### src/rtl/key_entry_controller_if.sv
// Word hand-off bundle between the key entry controller and the game logic.
// The producer drives the live buffer contents and length plus the offer
// strobe; the consumer answers with word_ready.
interface key_entry_controller_if #(
    parameter int MAX_LEN = 8,
    parameter int LEN_W   = 4
);
    logic [5*MAX_LEN-1:0] cur_word;
    logic [LEN_W-1:0]     cur_len;
    logic                 word_valid;
    logic                 word_ready;

    modport master (
        output cur_word,
        output cur_len,
        output word_valid,
        input  word_ready
    );

    modport slave (
        input  cur_word,
        input  cur_len,
        input  word_valid,
        output word_ready
    );
endinterface

### src/rtl/key_entry_controller.sv
// Key entry controller for the typing game.
// Latches each new make code onto the decoder port, samples the decoded
// letter one cycle later and edits a small word buffer (append, backspace,
// enter). A finished word is held on the bus with word_valid until the
// consumer takes it. Keys arriving while busy are dropped, never queued.
module key_entry_controller #(
    parameter int         MAX_LEN    = 8,
    parameter int         LEN_W      = 4,
    parameter logic [8:0] CODE_ENTER = 9'h5A,
    parameter logic [8:0] CODE_BKSP  = 9'h66
) (
    input  logic                   clk,
    input  logic                   rst,
    input  logic                   key_valid,
    input  logic [8:0]             last_change,
    output logic [8:0]             dec_code,
    input  logic [4:0]             dec_alpha,
    output logic                   overflow,
    output logic                   key_drop,
    key_entry_controller_if.master word_if
);

    localparam int IDX_W = (MAX_LEN > 1) ? $clog2(MAX_LEN) : 1;
    localparam logic [LEN_W-1:0] MAX_LEN_L = LEN_W'(MAX_LEN);

    typedef enum logic [1:0] {
        IDLE,
        DECODE,
        OFFER
    } state_t;

    state_t           state_reg;
    logic [4:0]       slot_reg [MAX_LEN];
    logic [LEN_W-1:0] len_reg;
    logic [8:0]       dec_code_reg;
    logic             valid_reg;
    logic             overflow_reg;
    logic             key_drop_reg;

    logic             is_letter;
    logic             len_full;
    logic             len_empty;
    logic [LEN_W-1:0] len_dec;
    logic [IDX_W-1:0] wr_idx;
    logic [IDX_W-1:0] bk_idx;

    // Decoder result classification and slot addressing for append/backspace.
    assign is_letter = (dec_alpha >= 5'd1) && (dec_alpha <= 5'd26);
    assign len_full  = (len_reg == MAX_LEN_L);
    assign len_empty = (len_reg == '0);
    assign len_dec   = len_reg - 1'b1;
    assign wr_idx    = len_reg[IDX_W-1:0];
    assign bk_idx    = len_dec[IDX_W-1:0];

    // Flatten the slot array onto the bus: slot i sits at bits [5i+4:5i].
    generate
        for (genvar gi = 0; gi < MAX_LEN; gi++) begin : g_pack
            assign word_if.cur_word[5*gi +: 5] = slot_reg[gi];
        end
    endgenerate

    assign word_if.cur_len    = len_reg;
    assign word_if.word_valid = valid_reg;
    assign dec_code           = dec_code_reg;
    assign overflow           = overflow_reg;
    assign key_drop           = key_drop_reg;

    // Control FSM: capture key, act on decoded result, hold word until taken.
    always_ff @(posedge clk) begin
        if (rst) begin
            state_reg    <= IDLE;
            dec_code_reg <= '0;
            len_reg      <= '0;
            valid_reg    <= 1'b0;
            overflow_reg <= 1'b0;
            key_drop_reg <= 1'b0;
            for (int i = 0; i < MAX_LEN; i++) begin
                slot_reg[i] <= '0;
            end
        end else begin
            overflow_reg <= 1'b0;
            key_drop_reg <= 1'b0;
            case (state_reg)
                IDLE: begin
                    if (key_valid) begin
                        dec_code_reg <= last_change;
                        state_reg    <= DECODE;
                    end
                end
                DECODE: begin
                    key_drop_reg <= key_valid;
                    state_reg    <= IDLE;
                    if (dec_code_reg == CODE_ENTER) begin
                        if (!len_empty) begin
                            state_reg <= OFFER;
                            valid_reg <= 1'b1;
                        end
                    end else if (dec_code_reg == CODE_BKSP) begin
                        if (!len_empty) begin
                            slot_reg[bk_idx] <= '0;
                            len_reg          <= len_dec;
                        end
                    end else if (is_letter) begin
                        if (!len_full) begin
                            slot_reg[wr_idx] <= dec_alpha;
                            len_reg          <= len_reg + 1'b1;
                        end else begin
                            overflow_reg <= 1'b1;
                        end
                    end
                end
                OFFER: begin
                    key_drop_reg <= key_valid;
                    if (word_if.word_ready) begin
                        valid_reg <= 1'b0;
                        len_reg   <= '0;
                        state_reg <= IDLE;
                        for (int i = 0; i < MAX_LEN; i++) begin
                            slot_reg[i] <= '0;
                        end
                    end
                end
                default: state_reg <= IDLE;
            endcase
        end
    end

endmodule

### src/flat_wrapper.sv
// flat-port wrapper written by rule: the top's interface ports become plain ports
module key_entry_controller_flat 
#(
    parameter int         MAX_LEN    = 8,
    parameter int         LEN_W      = 4,
    parameter logic [8:0] CODE_ENTER = 9'h5A,
    parameter logic [8:0] CODE_BKSP  = 9'h66
)
  (clk, rst, key_valid, last_change, dec_code, dec_alpha, overflow, key_drop, word_if_cur_word, word_if_cur_len, word_if_word_valid, word_if_word_ready);
  key_entry_controller_if #(.MAX_LEN(MAX_LEN), .LEN_W(LEN_W)) word_if_i ();
  input  logic clk;
  input  logic rst;
  input  logic key_valid;
  input  logic [8:0] last_change;
  output logic [8:0] dec_code;
  input  logic [4:0] dec_alpha;
  output logic overflow;
  output logic key_drop;
  output wire logic [$bits(word_if_i.cur_word)-1:0] word_if_cur_word;
  output wire logic [$bits(word_if_i.cur_len)-1:0] word_if_cur_len;
  output wire logic [$bits(word_if_i.word_valid)-1:0] word_if_word_valid;
  input wire logic [$bits(word_if_i.word_ready)-1:0] word_if_word_ready;
  assign word_if_cur_word = word_if_i.cur_word;
  assign word_if_cur_len = word_if_i.cur_len;
  assign word_if_word_valid = word_if_i.word_valid;
  assign word_if_i.word_ready = word_if_word_ready;
  key_entry_controller #(.MAX_LEN(MAX_LEN), .LEN_W(LEN_W), .CODE_ENTER(CODE_ENTER), .CODE_BKSP(CODE_BKSP)) u_core (.clk(clk), .rst(rst), .key_valid(key_valid), .last_change(last_change), .dec_code(dec_code), .dec_alpha(dec_alpha), .overflow(overflow), .key_drop(key_drop), .word_if(word_if_i));
endmodule
### config.mk
export PLATFORM = sky130hd
export DESIGN_NAME = key_entry_controller_flat
export DESIGN_NICKNAME = d
export VERILOG_FILES = /design/src/rtl/key_entry_controller_if.sv /design/src/rtl/key_entry_controller.sv /design/src/flat_wrapper.sv
export SDC_FILE = /design/constraint.sdc
export NUM_CORES = 1
export LEC_CHECK = 0
export CAP_MARGIN = 20
export CORE_AREA = 10 10 115 86
export CTS_CLUSTER_SIZE = 28
export DETAILED_ROUTE_END_ITERATION = 12
export DIE_AREA = 0 0 125 96
export HOLD_SLACK_MARGIN = 0.12
export MAX_ROUTING_LAYER = met4
export PLACE_DENSITY_LB_ADDON = 0.25
export REMOVE_ABC_BUFFERS = 1
export SYNTH_ARGS = -nofsm -noshare
export SYNTH_HDL_FRONTEND = slang
export SYNTH_SLANG_ARGS = --single-unit
### constraint.sdc
create_clock -name clk -period 5.4 [get_ports clk]
set_input_delay 0.81 -clock clk [delete_from_list [all_inputs] [get_ports clk]]
set_output_delay 0.81 -clock clk [all_outputs]
set_load 0.01 [all_outputs]
==> flow_metrics.tcl <==
set metrics [dict create \
    status "finished, final reports clean" \
    postLayoutCellArea_um2 3680 \
    multi_input_area_um2 998 \
    crit_fanout 18 \
    hp-class "flip-flop to flip-flop" \
    clkSlewWorstSetupHoldPaths_ps 60 \
    ys_ff_latch 58 \
    wl_mm 7.33 \
    drv_slew 0 \
    switchingPower_uw 260 \
    tns_ps 0 \
    die_y_um 96 \
    synth-main-ff-cell "edfxtp_1" \
    largest_reg_flops 40 \
    crit_chain "clkdlybuf4s50_1, nor2b_1, nand2_1, nor3_2, o211ai_1, a31oi_1" \
    power_frac_seq 0.454 \
    dieArea_um2 12000 \
    drt-pass1-iter-count 5 \
    synth_edf_count 40 \
    numPortBuffers 73 \
    layout-drive-gt1-share 0.0667 \
    synthTopCellsByArea "edfxtp_1 45%, dfxtp_1 14%, nor2_1 7.1%, nand3_1 3.6%, a21oi_1 3.4%" \
    crit_slowest_cell "clkdlybuf4s50_1" \
    clock_skew_ps 8.41 \
    worst_setup_path_start_kind "input port" \
    postCtsResizedCells 0 \
    max_stage_delay_ps 720 \
    cts_setup_buffers 0 \
    power.internal_uw 874 \
    critPathCaptureType "flip-flop" \
    cts_tree "built" \
    ir_drop_mv 0.125 \
    start_util 0.343 \
    gr-total-overflow 0 \
    top_layer "met4" \
    wl_met3_um 546 \
    timing.fmax_mhz 286 \
    synth.largest_area_cell "edfxtp_1" \
    wl_met1_mm 3.51 \
    arrival_ps 3470 \
    max-cap-violations 0 \
    post-place-ws_ps 1610 \
    synth-seq-area-share 0.591 \
    ioPinCount 74 \
    cts_root_buf "clkbuf_8" \
    viasPerCell 5.15 \
    combPwrFrac 0.128 \
    syn_area_um2 2640 \
    swShare 0.229 \
    drc 0 \
    wl_met2_mm 3.21 \
    dpl.hpwl_mm 5.58 \
    num_antenna_cells 0 \
    yosys.area.top_type_share 0.455 \
    slew_headroom 0.360 \
    syn_area_per_cell_um2 10.5 \
    wl_per_cell_um 17.0 \
    clk_path_buf_depth 2 \
    rows 27 \
    rsz0062_at_grt "false" \
    grt_pass1_wl_mm 11.5 \
    clock_power_share 0.418 \
    async_reset_ff_frac 0 \
    vias 2218 \
    dpl_cell_area_um2 3450 \
    die_width_um 125 \
    period_minus_slack_ps 3490 \
    hold_viol_final 0 \
    fin_crit_sh 0.647 \
    core_area_um2 7700 \
    grt_pass1_vias 2127 \
    worst_pin_slew_ps 956 \
    cts_hold_buf 0 \
    power.leakage_uw 0.00121 \
    synth_cells 251 \
    setup_viol 0 \
    drtAntennaViolNets 0 \
    dp_cells 415 \
    ys_warn_count 0 \
    area_growth_syn_to_layout_pct 39.5 \
    nets 348 \
    fill_cells 717 \
    synthDistinctLibCells 46 \
    cts_made_buffers 9 \
    crit_required_ps 5370 \
    h-tree-depth 3 \
    layout.cells.non_filler 431 \
    clock_latency_ps 330 \
    cts_sinks 58 \
    seq_area_um2 1560 \
    grt_antenna_before_repair 0 \
    powerDensity_nw_per_um2 308 \
    drt_first_iter_violations 248 \
    setup.worst_path.class "input port to flip-flop" \
    fin_ws_ps 1910 \
    grt_max_degree 19 \
    grt_usage 0.124 \
    gp_congestion 0.868 \
]
==> cells by family (layout without fill, tap and decap cells) <==
kind of cell,after synthesis,count (layout),share of synthesized area
muxes,2,2,0.00805
adders and majority gates,5,5,0.0237
xor gates and xnor gates,1,1,0.00332
DFF,58,58,0.591
buffers and inverters,18,97,0.0308
and+or+nand+nor,116,116,0.212
AOI/OAI and AO/OA,51,51,0.131
==> synth_stat cells, types with 2 or more instances <==
master and n:
nand4_1 2, o21ai_1 4, nor2b_1 6, inv_1 7
ha_1 5, nor4_1 6, clkbuf_1 4, nand4bb_1 2
a311oi_1 3, nand2_1 21, nand2b_1 2, a21oi_1 18
nand3_1 19, nor2_1 50, edfxtp_1 40, o21ai_0 4
o211ai_1 2, dfxtp_1 18, nor3_1 2, buf_2 5
a31oi_1 6
==> per-layer routing <==
metal,global-route usage,up-vias
li1,-,1071
met5,-,-
met4,0.0516,0
met3,0.0379,6
met1,0.162,1052
met2,0.176,89
==> power by group through the flow <==
stage	combinational, uW	sequential (uW)	clock (uW)
after floorplan	53.0	534	0
after global placement	144	525	0
after detailed placement	145	525	0
after CTS	145	516	483
after global routing	157	518	505
final	145	515	474
==> layout make-up <==
class / count / share of cell area
sequential: 58 / 0.424
clock buffer: 11 / 0.0357
inverter: 7 / 0.00713
tap: 101 / 0.0343
multi-input combinational: 175 / 0.271
clock inverter: 5 / 0.0278
timing repair buffer: 74 / 0.200
==> cells in the final DEF, fill, tap and decap left out, types with 7 or more instances in the layout <==
master | Yosys | routed
edfxtp_1 | 40 | 40
clkdlybuf4s50_1 | 0 | 73
nor2_1 | 50 | 50
nand3_1 | 19 | 19
a21oi_1 | 18 | 18
dfxtp_1 | 18 | 18
nand2_1 | 21 | 21
clkbuf_8 | 0 | 9
inv_1 | 7 | 7
==> worst max-delay path: cells and delay by family <==
kind / cells / cell delay, ps
simple gates: 3 / 800
compound gates: 2 / 1130
buf+inv: 1 / 720
==> worst paths after layout <==
path | from | to | slack [ps] | depth (start not counted)
min | u_core.dec_code[7] | u_core.dec_code[7] | 480 | 2
max | rst | u_core.slot_reg[7][0] | 1910 | 6
max reg2reg | u_core.word_if.cur_len[0] | u_core.slot_reg[7][0] | 2050 | 7
min reg2reg | u_core.dec_code[7] | u_core.dec_code[7] | 480 | 2
==> through the flow <==
step | hold WS (ps) | total power, uW | util
6_report | 479 | 1130 | 0.478
5_1_grt | 508 | 1180 | 0.478
4_1_cts | 483 | 1140 | 0.478
3_5_place_dp | 473 | 670 | 0.448
3_3_place_gp | 466 | 669 | 0.448
2_1_floorplan | 460 | 587 | -
Power figures use the tool's default switching activity.
